`src/rtl/rgbw_pkg.sv`:
```
// Shared types and constants for the RGBW multiplier arbiter.
package rgbw_pkg;

  localparam int unsigned N_REQ_DEF        = 4;
  localparam int unsigned MULT_TIMEOUT_DEF = 20;
  localparam int unsigned OP_W             = 8;
  localparam int unsigned PROD_W           = 16;

  typedef enum logic [1:0] {
    ST_IDLE = 2'd0,
    ST_LOAD = 2'd1,
    ST_WAIT = 2'd2,
    ST_DONE = 2'd3
  } state_e;

  typedef struct packed {
    logic [OP_W-1:0] a;
    logic [OP_W-1:0] b;
  } operands_t;

endpackage

```
`src/rtl/mult_arbiter_if.sv`:
```
// Requester and multiplier-side signals of the arbiter, bundled as one bus.
interface mult_arbiter_if #(
  parameter int unsigned N_REQ = rgbw_pkg::N_REQ_DEF
);
  import rgbw_pkg::*;

  logic [N_REQ-1:0]      req;
  logic [OP_W*N_REQ-1:0] req_a;
  logic [OP_W*N_REQ-1:0] req_b;
  logic [N_REQ-1:0]      gnt;
  logic [N_REQ-1:0]      done;
  logic [PROD_W-1:0]     res;
  logic                  err;
  logic                  mult_ld;
  logic [OP_W-1:0]       mult_a;
  logic [OP_W-1:0]       mult_b;
  logic                  mult_rdy;
  logic [PROD_W-1:0]     mult_res;

  // Arbiter side
  modport slave (
    input  req, req_a, req_b, mult_rdy, mult_res,
    output gnt, done, res, err, mult_ld, mult_a, mult_b
  );

  // Requesters plus multiplier side
  modport master (
    output req, req_a, req_b, mult_rdy, mult_res,
    input  gnt, done, res, err, mult_ld, mult_a, mult_b
  );

endinterface

```
`src/rtl/rr_pick.sv`:
```
// Round-robin selector: first requester above ptr, wrapping around.
module rr_pick #(
  parameter int unsigned N_REQ = 4,
  parameter int unsigned PTR_W = 2
) (
  input  logic [N_REQ-1:0] req,
  input  logic [PTR_W-1:0] ptr,
  output logic [N_REQ-1:0] gnt,
  output logic             valid
);

  int unsigned idx;

  // Scan ptr+1, ptr+2, ... ptr+N_REQ (mod N_REQ) and keep the first hit
  always_comb begin
    gnt   = '0;
    valid = 1'b0;
    idx   = 0;
    for (int unsigned i = 1; i <= N_REQ; i++) begin
      idx = (32'(ptr) + i) % N_REQ;
      if (!valid && req[PTR_W'(idx)]) begin
        gnt[PTR_W'(idx)] = 1'b1;
        valid            = 1'b1;
      end
    end
  end

endmodule

```
`src/rtl/mult_arbiter.sv`:
```
// Round-robin arbiter sharing one 8x8 multiplier among N_REQ requesters.
module mult_arbiter
  import rgbw_pkg::*;
#(
  parameter int unsigned N_REQ        = N_REQ_DEF,
  parameter int unsigned MULT_TIMEOUT = MULT_TIMEOUT_DEF
) (
  input  logic         clk,
  input  logic         reset,
  input  logic         clk_half,
  mult_arbiter_if.slave bus
);

  localparam int unsigned PTR_W = (N_REQ > 1) ? $clog2(N_REQ) : 1;
  localparam int unsigned CNT_W = (MULT_TIMEOUT > 1) ? $clog2(MULT_TIMEOUT) : 1;

  state_e            state_q, state_d;
  logic [PTR_W-1:0]  ptr_q;
  logic [PTR_W-1:0]  win_q;
  operands_t         ops_q;
  logic [CNT_W-1:0]  cnt_q;
  logic [PROD_W-1:0] res_q;
  logic              err_q;

  logic [N_REQ-1:0]  pick_gnt;
  logic              pick_valid;
  logic [PTR_W-1:0]  pick_idx;
  operands_t         pick_ops;
  logic [N_REQ-1:0]  win_oh;

  logic load_win, clr_cnt, inc_cnt, cap_rdy, cap_tmo, upd_ptr;
  logic mult_ld_c, done_en_c;

  rr_pick #(
    .N_REQ (N_REQ),
    .PTR_W (PTR_W)
  ) u_rr_pick (
    .req   (bus.req),
    .ptr   (ptr_q),
    .gnt   (pick_gnt),
    .valid (pick_valid)
  );

  // Convert the one-hot pick into an index and select its operands
  always_comb begin
    pick_idx = '0;
    pick_ops = '0;
    for (int i = 0; i < N_REQ; i++) begin
      if (pick_gnt[i]) begin
        pick_idx   = PTR_W'(i);
        pick_ops.a = bus.req_a[i*OP_W +: OP_W];
        pick_ops.b = bus.req_b[i*OP_W +: OP_W];
      end
    end
  end

  // State register
  always_ff @(posedge clk) begin
    if (reset) state_q <= ST_IDLE;
    else       state_q <= state_d;
  end

  // Next state and datapath controls; nothing moves while clk_half is low
  always_comb begin
    state_d   = state_q;
    load_win  = 1'b0;
    clr_cnt   = 1'b0;
    inc_cnt   = 1'b0;
    cap_rdy   = 1'b0;
    cap_tmo   = 1'b0;
    upd_ptr   = 1'b0;
    mult_ld_c = 1'b0;
    done_en_c = 1'b0;
    case (state_q)
      ST_IDLE: begin
        if (clk_half && pick_valid) begin
          load_win = 1'b1;
          state_d  = ST_LOAD;
        end
      end
      ST_LOAD: begin
        mult_ld_c = clk_half;
        if (clk_half) begin
          clr_cnt = 1'b1;
          state_d = ST_WAIT;
        end
      end
      ST_WAIT: begin
        if (clk_half) begin
          // A ready result beats a timeout landing on the same cycle
          if (bus.mult_rdy) begin
            cap_rdy = 1'b1;
            state_d = ST_DONE;
          end else if (cnt_q == CNT_W'(MULT_TIMEOUT - 1)) begin
            cap_tmo = 1'b1;
            state_d = ST_DONE;
          end else begin
            inc_cnt = 1'b1;
          end
        end
      end
      ST_DONE: begin
        done_en_c = clk_half;
        if (clk_half) begin
          upd_ptr = 1'b1;
          state_d = ST_IDLE;
        end
      end
      default: state_d = ST_IDLE;
    endcase
  end

  // Winner, operands, wait counter, result and round-robin pointer
  always_ff @(posedge clk) begin
    if (reset) begin
      win_q <= '0;
      ops_q <= '0;
      cnt_q <= '0;
      res_q <= '0;
      err_q <= 1'b0;
      ptr_q <= PTR_W'(N_REQ - 1);
    end else begin
      if (load_win) begin
        win_q <= pick_idx;
        ops_q <= pick_ops;
      end
      if (clr_cnt) cnt_q <= '0;
      else if (inc_cnt && (cnt_q != '1)) cnt_q <= cnt_q + CNT_W'(1);
      if (cap_rdy) begin
        res_q <= bus.mult_res;
        err_q <= 1'b0;
      end else if (cap_tmo) begin
        res_q <= '0;
        err_q <= 1'b1;
      end
      if (upd_ptr) ptr_q <= win_q;
    end
  end

  assign win_oh = N_REQ'(1) << win_q;

  // Strobes follow clk_half so they last one clk; reset suppresses them at once
  assign bus.mult_ld = mult_ld_c & ~reset;
  assign bus.done    = (done_en_c && !reset) ? win_oh : '0;
  assign bus.gnt     = (state_q != ST_IDLE) ? win_oh : '0;
  assign bus.mult_a  = (state_q != ST_IDLE) ? ops_q.a : '0;
  assign bus.mult_b  = (state_q != ST_IDLE) ? ops_q.b : '0;
  assign bus.res     = res_q;
  assign bus.err     = err_q;

endmodule

```
`src/flat_wrapper.sv`:
```
// flat-port wrapper written by rule: the top's interface ports become plain ports
module mult_arbiter_flat import rgbw_pkg::*;
#(
  parameter int unsigned N_REQ        = N_REQ_DEF,
  parameter int unsigned MULT_TIMEOUT = MULT_TIMEOUT_DEF
)
  (clk, reset, clk_half, bus_req, bus_req_a, bus_req_b, bus_mult_rdy, bus_mult_res, bus_gnt, bus_done, bus_res, bus_err, bus_mult_ld, bus_mult_a, bus_mult_b);
  mult_arbiter_if #(.N_REQ(N_REQ)) bus_i ();
  input  logic clk;
  input  logic reset;
  input  logic clk_half;
  input wire logic [$bits(bus_i.req)-1:0] bus_req;
  input wire logic [$bits(bus_i.req_a)-1:0] bus_req_a;
  input wire logic [$bits(bus_i.req_b)-1:0] bus_req_b;
  input wire logic [$bits(bus_i.mult_rdy)-1:0] bus_mult_rdy;
  input wire logic [$bits(bus_i.mult_res)-1:0] bus_mult_res;
  output wire logic [$bits(bus_i.gnt)-1:0] bus_gnt;
  output wire logic [$bits(bus_i.done)-1:0] bus_done;
  output wire logic [$bits(bus_i.res)-1:0] bus_res;
  output wire logic [$bits(bus_i.err)-1:0] bus_err;
  output wire logic [$bits(bus_i.mult_ld)-1:0] bus_mult_ld;
  output wire logic [$bits(bus_i.mult_a)-1:0] bus_mult_a;
  output wire logic [$bits(bus_i.mult_b)-1:0] bus_mult_b;
  assign bus_i.req = bus_req;
  assign bus_i.req_a = bus_req_a;
  assign bus_i.req_b = bus_req_b;
  assign bus_i.mult_rdy = bus_mult_rdy;
  assign bus_i.mult_res = bus_mult_res;
  assign bus_gnt = bus_i.gnt;
  assign bus_done = bus_i.done;
  assign bus_res = bus_i.res;
  assign bus_err = bus_i.err;
  assign bus_mult_ld = bus_i.mult_ld;
  assign bus_mult_a = bus_i.mult_a;
  assign bus_mult_b = bus_i.mult_b;
  mult_arbiter #(.N_REQ(N_REQ), .MULT_TIMEOUT(MULT_TIMEOUT)) u_core (.clk(clk), .reset(reset), .clk_half(clk_half), .bus(bus_i));
endmodule
```
`config.mk`:
```
export PLATFORM = sky130hd
export DESIGN_NAME = mult_arbiter_flat
export DESIGN_NICKNAME = d
export VERILOG_FILES = /design/src/rtl/rgbw_pkg.sv /design/src/rtl/mult_arbiter_if.sv /design/src/rtl/rr_pick.sv /design/src/rtl/mult_arbiter.sv /design/src/flat_wrapper.sv
export SDC_FILE = /design/constraint.sdc
export NUM_CORES = 1
export LEC_CHECK = 0
export CORE_MARGIN = 2
export CORE_UTILIZATION = 45
export DETAILED_ROUTE_END_ITERATION = 12
export GPL_TIMING_DRIVEN = 1
export PLACE_DENSITY = 0.87
export SYNTH_ARGS = -nofsm -noshare
export SYNTH_HDL_FRONTEND = slang
export SYNTH_HIERARCHICAL = 1
export SYNTH_SLANG_ARGS = --single-unit
```
`constraint.sdc`:
```
create_clock -name clk -period 7.76 [get_ports clk]
set_input_delay 1.164 -clock clk [delete_from_list [all_inputs] [get_ports clk]]
set_output_delay 1.164 -clock clk [all_outputs]
set_load 0.05 [all_outputs]
```
==> results.py <==
metrics = {
    "status": {
        "outcome": "completed",
    },
    "clock_network": {
        "cts-hold-fix-buffers": 0,
        "cts-buffers-inserted": 5,
        "cts_tree": "built",
        "clk_path_buf_depth": 2,
        "root_buffer": "clkbuf_8",
        "post-cts-setup-buffers": 0,
        "h-tree-depth": 2,
        "clock_latency_ns": 0.29,
        "cts-resized-gates": 0,
        "cts.sinks": 44,
        "clk_pin_slew_ns": 0.09,
    },
    "floorplanning": {
        "die_y_um": 82.7,
        "start_util_pct": 46.8,
        "num_io_pins": 130,
        "die_w_um": 82.7,
        "die-area_um2": 6840,
        "core_um2": 5960,
        "rows": 28,
    },
    "grt": {
        "grt_overflow_total": 0,
        "grtUsageTotal_pct": 24.3,
        "grt_pass1_vias": 2888,
        "grt_first_pass_wirelength_mm": 13.0,
        "antenna_found_initial": 0,
        "grt_max_degree": 47,
    },
    "layout": {
        "antennaDiodeCount": 0,
        "syn_to_final_growth_pct": 49.4,
        "fin_nets": 541,
        "post-route-util_pct": 69.9,
        "fillCellCount": 507,
        "final_layout_size_suffix_gt1_share_pct": 6.15,
    },
    "synthesis": {
        "synth_cell_types": 43,
        "synth-warning-count": 6,
        "syn-cell-area_um2": 2790,
        "synth_top_area_cell": "dfxtp_1",
        "yosys.area.top_type_share_pct": 31.6,
        "synth_ff_type": "dfxtp_1",
        "syn_inst": 326,
        "yosysSeqAreaShare_pct": 31.6,
        "synth_edf_count": 0,
        "yosysMostFrequentCell": "dfxtp_1",
        "synth-seq-cells": 44,
        "synthTopCellsByArea": "dfxtp_1 (32%), a22oi_1 (8.4%), ha_1 (6.7%)",
        "async_reset_ff_share_pct": 0,
        "syn_avg_cell_area_um2": 8.55,
        "syn_nets": 429,
        "synthTopCellsByCount": "dfxtp_1 (44), nor2_1 (43), a22oi_1 (31), nand2_1 (24), nor2b_1 (17)",
    },
    "timing": {
        "setup-tns-final_ns": 0,
        "fin_crit_sh_pct": 58.9,
        "worst_clock_skew_ns": 0.00840,
        "rsz0062_at_grt": "false",
        "slew_headroom_pct": 18.3,
        "fin_crit_ns": 4.57,
        "max_freq_mhz": 219,
        "setup_violations": 0,
        "drv_slew": 0,
        "worstMarginPinSlew_ns": 1.22,
        "fin_ws_ns": 3.19,
        "hold_viol_final": 0,
    },
    "hold_path": {
        "holdCritStartpoint": "u_core/ops_q[10]",
        "hold_path_depth": 2,
        "min_path_type": "reg2reg",
        "min_to": "u_core/ops_q[10]",
    },
    "critical_path": {
        "path_class": "in2reg",
        "crit_required_ns": 7.99,
        "ff2ff_path_depth": 10,
        "reg2reg_to": "u_core/ops_q[0]",
        "regToRegStartpoint": "u_core/ptr_q[1]",
        "start_kind": "input port",
        "crit_fanout": 20,
        "cp-end-kind": "flop",
        "ff2ff_setup_slack_ns": 3.46,
        "worstPathArrival_ns": 4.80,
    },
    "route": {
        "wl_per_cell_um": 15.8,
        "vias": 2862,
        "vias_per_cell": 5.57,
        "drtAntennaViolNets": 0,
        "wirelength_mm": 8.10,
        "dr.pass1.iters": 4,
        "drt_first_iter_violations": 157,
        "drc": 0,
    },
    "power_and_ir_drop": {
        "ir_worst_vdd_mv": 0.192,
        "p_per_area_nw_per_um2": 230,
        "p_leak_nw": 1.68,
    },
    "flow_run": {
        "maxCapViolations": 0,
    },
    "placement": {
        "dp_slack_ns": 2.98,
        "port-buffer-count": 129,
        "routabilityCongestion": 0.794,
        "place_hpwl_mm": 6.03,
    },
}
## cell families (layout without fill, tap and decap cells)
kind of cell / count (synthesis) / count (layout) / synth area share, %
buffers and inverters: 33 / 146 / 5.61
xor gates and xnor gates: 3 / 3 / 0.943
muxes: 14 / 14 / 5.70
adders and majority gates: 15 / 15 / 6.74
DFF: 44 / 44 / 31.6
AOI/OAI and AO/OA: 78 / 78 / 21.7
and+or+nand+nor: 139 / 139 / 27.7
## routing by layer
metal  GRT usage [%]  routed length [um]  vias up
li1                -                   -     1398
met1            28.3                3320     1360
met2            44.2                4180       92
met4            8.20                 161        0
met3            4.78                 439       12
met5               0                   0        -
## worst max path at each step
stage                          start         endpoint  depth (start not counted)
final                     bus_req[3]  u_core/ops_q[0]                          9
after global routing      bus_req[3]  u_core/ops_q[9]                          9
after CTS                 bus_req[3]  u_core/ops_q[0]                          9
after detailed placement  bus_req[3]  u_core/ops_q[0]                          9
after global placement    bus_req[3]  u_core/ops_q[0]                          9
after floorplan             clk_half      bus_done[2]                          3
## registers in the layout (all words and copies together) (netlist names)
name            count
u_core/ops_q       16
u_core/ptr_q        2
u_core/bus.res     16
u_core/win_q        2
u_core/state_q      2
u_core/bus.err      1
u_core/cnt_q        5
## area by class of cell
cell class                      count  area [um^2]  area share (%)
Multi-Input combinational cell    249         1750            42.0
Timing Repair Buffer              130         1290            31.1
Sequential cell                    44          881            21.2
Tap cell                           75         93.8            2.25
Clock buffer                        5         68.8            1.65
Clock inverter                      3         46.3            1.11
Inverter                            8         30.0           0.721
## worst max-delay path: stages
cell and delay (ns):
clkdlybuf4s50_1 0.54, mux4_1 0.64, nand2_1 0.11, mux2i_1 0.07
a221o_1 0.58, nor2b_1 1.06, a22oi_1 0.20, o211a_1 0.30
nor3_2 0.13
## per-stage QoR
stage | hold WS (ns) | total power [mW] | std cells | cell area, um^2
floorplan | 0.462 | 0.631 | 326 | 2790
global placement | 0.476 | 0.767 | 506 | 4050
detailed placement | 0.476 | 0.779 | 506 | 4050
CTS | 0.493 | 0.961 | 514 | 4160
global route | 0.507 | 1.01 | 514 | 4160
finish | 0.495 | 0.956 | 514 | 4160
## cell usage in the layout, fill, tap and decap left out, types with 2 or more instances in the layout
cell type        count
a211o_1              2
a211oi_1             2
a21oi_1             16
a221o_1              4
a22oi_1             31
and3_1               5
and4bb_2             2
clkbuf_8             5
clkdlybuf4s50_1    128
dfxtp_1             44
ha_1                15
inv_1                8
mux2_2               2
mux2i_1             11
nand2_1             24
nand2b_1             7
nand3_2              2
nand3b_1             3
nand4_1              3
nor2_1              43
nor2b_1             17
nor3_1              16
nor3_2               9
nor4b_1              2
o211a_1             15
xor2_1               3
## where the power goes
| part | total [mW] | leakage (nW) | switching [mW] | internal, mW |
|---|---|---|---|---|
| Sequential | 0.287 | 0.359 | 0.0267 | 0.261 |
| Clock | 0.180 | 0.0548 | 0.0832 | 0.0970 |
| Combinational | 0.488 | 1.26 | 0.293 | 0.195 |
| Total | 0.956 | 1.68 | 0.403 | 0.553 |
Power figures use the tool's default switching activity.
